**config.mk**
```make
export PLATFORM = sky130hd
export DESIGN_NAME = pipeline_ctrl
export DESIGN_NICKNAME = d
export VERILOG_FILES = /design/src/rtl/pipeline_ctrl.sv
export SDC_FILE = /design/constraint.sdc
export NUM_CORES = 1
export LEC_CHECK = 0
export ABC_AREA = 1
export BUFFER_PORTS_ARGS = -buffer_cell sky130_fd_sc_hd__buf_4
export CAP_MARGIN = 30
export CORE_MARGIN = 2
export CORE_UTILIZATION = 48
export DETAILED_ROUTE_END_ITERATION = 12
export GPL_ROUTABILITY_DRIVEN = 0
export PLACE_DENSITY_LB_ADDON = 0.08
export SLEW_MARGIN = 20
export SYNTH_ARGS = -nofsm -noshare
export SYNTH_HDL_FRONTEND = slang
export SYNTH_SLANG_ARGS = --single-unit
```
**constraint.sdc**
```tcl
create_clock -name CLK -period 1.8 [get_ports CLK]
set_input_delay 0.09 -clock CLK [delete_from_list [all_inputs] [get_ports CLK]]
set_output_delay 0.09 -clock CLK [all_outputs]
set_load 0.1 [all_outputs]
```
**src/rtl/pipeline_ctrl.sv**
```systemverilog
// Prioritised hazard/sequencing controller for the 5-stage pipeline: latch enables,
// bubble injection, PC write enable, halt drain and stall/redirect performance counters.
module pipeline_ctrl #(
   parameter int DRAIN_CYCLES = 1,
   parameter int CNT_W        = 16
) (
   input  logic             CLK,
   input  logic             nRST,
   input  logic             ihit,
   input  logic             dhit,
   input  logic             dREN_mem,
   input  logic             dWEN_mem,
   input  logic             halt_mem,
   input  logic             idex_MemRead,
   input  logic [4:0]       idex_rd,
   input  logic [4:0]       ifid_rs,
   input  logic [4:0]       ifid_rt,
   input  logic             branch_taken_ex,
   input  logic             jump_id,
   output logic             pc_en,
   output logic             ifid_en,
   output logic             idex_en,
   output logic             exmem_en,
   output logic             memwb_en,
   output logic             ifid_flush,
   output logic             idex_flush,
   output logic             exmem_flush,
   output logic             memwb_flush,
   output logic             halt_out,
   output logic [CNT_W-1:0] stall_cnt,
   output logic [CNT_W-1:0] flush_cnt
);

   typedef enum logic [1:0] {RUN, DRAIN, HALTED} state_t;

   state_t     state, state_nxt;
   logic [3:0] drain_cnt, drain_cnt_nxt;
   logic       halt_r;
   logic       dstall, lu, stall_evt, flush_evt;

   function automatic logic [CNT_W-1:0] sat_inc(input logic [CNT_W-1:0] v);
      return (&v) ? v : v + {{(CNT_W-1){1'b0}}, 1'b1};
   endfunction

   assign dstall   = (dREN_mem | dWEN_mem) & ~dhit;
   assign lu       = idex_MemRead & (idex_rd != 5'd0) &
                     ((idex_rd == ifid_rs) | (idex_rd == ifid_rt));
   assign halt_out = halt_r;

   always_comb begin
      pc_en         = 1'b1;
      ifid_en       = 1'b1;
      idex_en       = 1'b1;
      exmem_en      = 1'b1;
      memwb_en      = 1'b1;
      ifid_flush    = 1'b0;
      idex_flush    = 1'b0;
      exmem_flush   = 1'b0;
      memwb_flush   = 1'b0;
      state_nxt     = state;
      drain_cnt_nxt = drain_cnt;
      flush_evt     = 1'b0;
      case (state)
         RUN: begin
            if (dstall) begin
               pc_en       = 1'b0;
               ifid_en     = 1'b0;
               idex_en     = 1'b0;
               exmem_en    = 1'b0;
               memwb_flush = 1'b1;
            end else if (halt_mem) begin
               // MEM_WB captures the halt while everything younger is squashed
               pc_en         = 1'b0;
               ifid_flush    = 1'b1;
               idex_flush    = 1'b1;
               exmem_flush   = 1'b1;
               state_nxt     = DRAIN;
               drain_cnt_nxt = 4'(DRAIN_CYCLES);
            end else if (branch_taken_ex) begin
               ifid_flush = 1'b1;
               idex_flush = 1'b1;
               flush_evt  = 1'b1;
            end else if (jump_id) begin
               ifid_flush = 1'b1;
               flush_evt  = 1'b1;
            end else if (lu) begin
               pc_en      = 1'b0;
               ifid_en    = 1'b0;
               idex_flush = 1'b1;
            end else if (!ihit) begin
               pc_en      = 1'b0;
               ifid_flush = 1'b1;
            end
         end
         DRAIN: begin
            pc_en         = 1'b0;
            ifid_en       = 1'b0;
            idex_en       = 1'b0;
            exmem_en      = 1'b0;
            memwb_flush   = 1'b1;
            drain_cnt_nxt = drain_cnt - 4'd1;
            if (drain_cnt <= 4'd1) state_nxt = HALTED;
         end
         HALTED: begin
            pc_en    = 1'b0;
            ifid_en  = 1'b0;
            idex_en  = 1'b0;
            exmem_en = 1'b0;
            memwb_en = 1'b0;
         end
         default: state_nxt = RUN;
      endcase
   end

   assign stall_evt = (state == RUN) & ~pc_en;

   always_ff @(posedge CLK, negedge nRST) begin
      if (!nRST) begin
         state     <= RUN;
         drain_cnt <= 4'd0;
         halt_r    <= 1'b0;
         stall_cnt <= '0;
         flush_cnt <= '0;
      end else begin
         state     <= state_nxt;
         drain_cnt <= drain_cnt_nxt;
         halt_r    <= halt_r | (state_nxt == HALTED);
         if (stall_evt) stall_cnt <= sat_inc(stall_cnt);
         if (flush_evt) flush_cnt <= sat_inc(flush_cnt);
      end
   end

   // Undefined hazard inputs while running mean a broken upstream model
   always_ff @(posedge CLK) begin
      if (nRST && state == RUN)
         assert (!$isunknown({ihit, dhit, dREN_mem, dWEN_mem, halt_mem, idex_MemRead,
                              idex_rd, ifid_rs, ifid_rt, branch_taken_ex, jump_id}));
   end

endmodule

```
==> results.yml <==
die:
  die_height_um: 78.6
  fp-row-count: 27
  die-area_sq_mm: 0.00618
  start_util_pct: 49.1
  core_area_sq_mm: 0.00544
  die_w_um: 78.6
  io_pins: 67
worst_setup_path:
  rr_endpoint: "flush_cnt[10]$_DFFE_PN0P_"
  cp_data_arrival_time_ps: 1660
  r2r_slack_ps: 120
  cp-start-kind: "flip-flop"
  slowest_stage: "dfrtp_1"
  reg2reg_from: "flush_cnt[0]$_DFFE_PN0P_"
  required_ps: 1710
  slowest_delay_ps: 370
  cp_cell_sequence: "inv_2 > ha_4 > buf_6 > nor2_2 > inv_2 > buf_6 > nand2_4 > o21ai_2 > inv_2 > buf_12"
  worstSetupPathType: "flip-flop to output port"
  crit_top_cell: "inv_2"
  critPathMaxFanout: 4
  r2r_cells: 10
  cp_top_family: "buffers and inverters"
  cp-end-kind: "output port"
  cp.buffers_inverters: 6
sta:
  finalCritPeriodShare_pct: 97.2
  finalSetupViolCount: 0
  fin_skew_ps: 12.2
  slew_violations: 0
  rsz0062_at_grt: "true"
  maxSlewHeadroom_pct: 67.1
  finalSetupTns_ps: 0
  finalHoldViolCount: 0
  max_freq_mhz: 571
  fin_worst_hold_slack_ps: 238
  worst_pin_slew_ps: 493
  setup_slack_ps: 49.7
  fin_crit_ps: 1750
hold_path:
  hp-class: "input pin to flip-flop"
  min_to: "drain_cnt[2]$_DFFE_PN0P_"
  holdPathStages: 4
  min_from: "halt_mem"
global_route:
  grt_max_degree: 40
  antenna_found_initial: 0
  grt_pass1_wl_um: 11200
  grt_pass1_vias: 2576
  grt_use_total_pct: 22.3
  grt.overflow.total: 0
final_layout:
  drive_gt1_share_pct: 34.5
  nets: 507
  multi_input_area_sq_mm: 0.00156
  regArea_sq_mm: 0.00105
  fill_cells: 444
  area_growth_syn_to_layout_pct: 41.7
  antenna_cells: 0
  utilization_pct: 69.6
route:
  drtIter0Drc: 97
  firstDrtPassIters: 4
  vias_per_cell: 4.90
  via_count: 2679
  ant_nets: 0
  wire_per_inst_um: 12.0
  totalWireLength_um: 6570
  drcViolationCount: 0
synthesis:
  syn_nets: 417
  synth_cell_types: 28
  ys_ff_latch: 39
  netlist_instances: 384
  synth_xor_area_share_pct: 8.19
  synth-simple-area-share_pct: 36.0
  ys_seq_area_share_pct: 36.5
  synth_compound_gate_area_share_pct: 5.24
  synth_area_sq_mm: 0.00267
  syn-mean-instance-area_sq_um: 6.96
  synth_top_family_by_area: "simple AND/OR/NAND/NOR gates"
  synthAdderAreaFrac_pct: 3.75
  muxShareOfSynthArea_pct: 0
  yosys_warnings: 0
placed_design:
  io_buffers: 66
  hpwlAfterDp_um: 4890
  pre_cts_ws_ps: 0.0476
power:
  clock_power_share_pct: 9.2
  ir_worst_vdd_mv: 1.22
  sw_frac_of_total_pct: 56.4
  seqPwrFrac_pct: 21.3
  p_leak_nw: 1.88
  switchingPower_mw: 3.52
  fin_total_pwr_mw: 6.25
  p_per_area_mw_per_mm2: 1650
  pwr-share-comb_pct: 69.5
  p_int_mw: 2.73
status:
  status: "finished, final reports clean"
clock_network:
  clk_latency_ps: 290
  cts_root_buffer: "clkbuf_8"
  clk_pin_slew_ps: 80
  cts_buffers: 5
  clock-sinks: 39
  h-tree-depth: 2
  clock_path_buffers: 2
  cts_tree: "done"
job:
  cap_violations: 0
==> flip-flops by register name, indices dropped and copies added, names as in the netlist <==
register	count
flush_cnt	16
stall_cnt	16
drain_cnt	4
state	2
halt_out	1
==> layout make-up <==
cell class	count	area share [%]
well taps	72	2.38
clock buffers	7	2.02
inverters	61	6.18
multi-input cells	277	41.3
flip-flops and latches	39	27.8
clock inverters	1	0.132
repair buffers	90	20.2
==> cell usage after synthesis <==
master      n  area share [%]
nor3b_1     1            0.28
nor3_1     15             2.8
a21oi_1     4            0.75
xor2_1     17             5.6
inv_2       2            0.28
or2_2       2            0.47
xnor2_1     8             2.6
buf_2       4            0.75
buf_4       1            0.28
o21a_1      1            0.28
o211ai_1    1            0.28
buf_1       1            0.14
nand2_2     2            0.47
a31oi_1     1            0.23
o21ai_0    17             3.2
inv_1      59             8.3
nor2_2      2            0.47
dfrtp_1    39              37
nor2_1     33             4.6
ha_1        8             3.7
nor3_4      1            0.61
nand2_1   121              17
buf_8       1            0.56
o21bai_1    1            0.28
o22ai_1     1            0.23
nand3_1    16             3.0
nand4_1    24             5.6
nand3_4     1            0.66
==> cell families (layout without fill, tap and decap cells) <==
| group | after synthesis | after routing |
|---|---|---|
| simple gates | 218 | 218 |
| fa+ha+maj | 8 | 8 |
| compound gates | 26 | 26 |
| buf+inv | 68 | 159 |
| xor+xnor | 25 | 25 |
| flops | 39 | 39 |
==> layout by cell type, fill, tap and decap left out, drive strengths merged <==
cell,Yosys,layout
a21oi,4,4
a31oi,1,1
buf,7,89
clkbuf,0,7
clkinv,0,1
dfrtp,39,39
dlygate4sd3,0,1
ha,8,8
inv,61,61
nand2,123,123
nand3,17,17
nand4,24,24
nor2,35,35
nor3,16,16
nor3b,1,1
o211ai,1,1
o21a,1,1
o21ai,17,17
o21bai,1,1
o22ai,1,1
or2,2,2
xnor2,8,8
xor2,17,17
==> stage by stage <==
stage | instances | area [sq um]
after CTS | 540 | 3630
after floorplan | 384 | 2830
after detailed placement | 527 | 3450
final | 547 | 3790
after global placement | 527 | 3450
after global routing | 547 | 3790
==> repair_timing <==
item                                    CTS  global route
hold buffers                              1             0
endpoints found under the hold margin    39             0
endpoints found under the setup margin    8            29
buffers inserted                          4             7
resized for setup                        21            29
pin swaps                                 5             8
==> layer usage <==
metal	vias up	share of wire (%)	GRT usage, %
li1	1400	-	-
met1	1207	45	27.2
met2	60	49	39.7
met3	12	3.8	4.14
met4	0	1.9	6.49
met5	-	0	0
==> worst register-to-register path: stages, from the launching register on <==
cell and delay [ps]:
dfrtp_4 510, ha_4 180, nand3_2 80, inv_1 60, nand2_2 90, inv_1 70
nand4_1 80, nand2_2 110, inv_4 150, nand2_1 80, xor2_1 150
==> power groups by stage <==
stage / registers [mW] / logic, mW / clock network [mW]
2_1_floorplan: 2.20 / 2.08 / 0
3_3_place_gp: 1.34 / 3.71 / 0
3_5_place_dp: 1.34 / 3.75 / 0
4_1_cts: 1.33 / 4.02 / 0.603
5_1_grt: 1.37 / 4.60 / 0.630
6_report: 1.33 / 4.35 / 0.575
==> worst max path at each step <==
stage / endpoint / depth (start not counted) / startpoint / slack, ps
floorplan: idex_flush / 6 / state[0]$_DFF_PN0_ / -160
global placement: pc_en / 9 / state[0]$_DFF_PN0_ / 80
detailed placement: stall_cnt[9]$_DFFE_PN0P_ / 10 / state[0]$_DFF_PN0_ / 0.05
CTS: ifid_en / 10 / state[1]$_DFF_PN0_ / 2
global route: ifid_en / 10 / state[1]$_DFF_PN0_ / -50
finish: ifid_en / 10 / state[0]$_DFF_PN0_ / 50
Power figures use the tool's default switching activity.
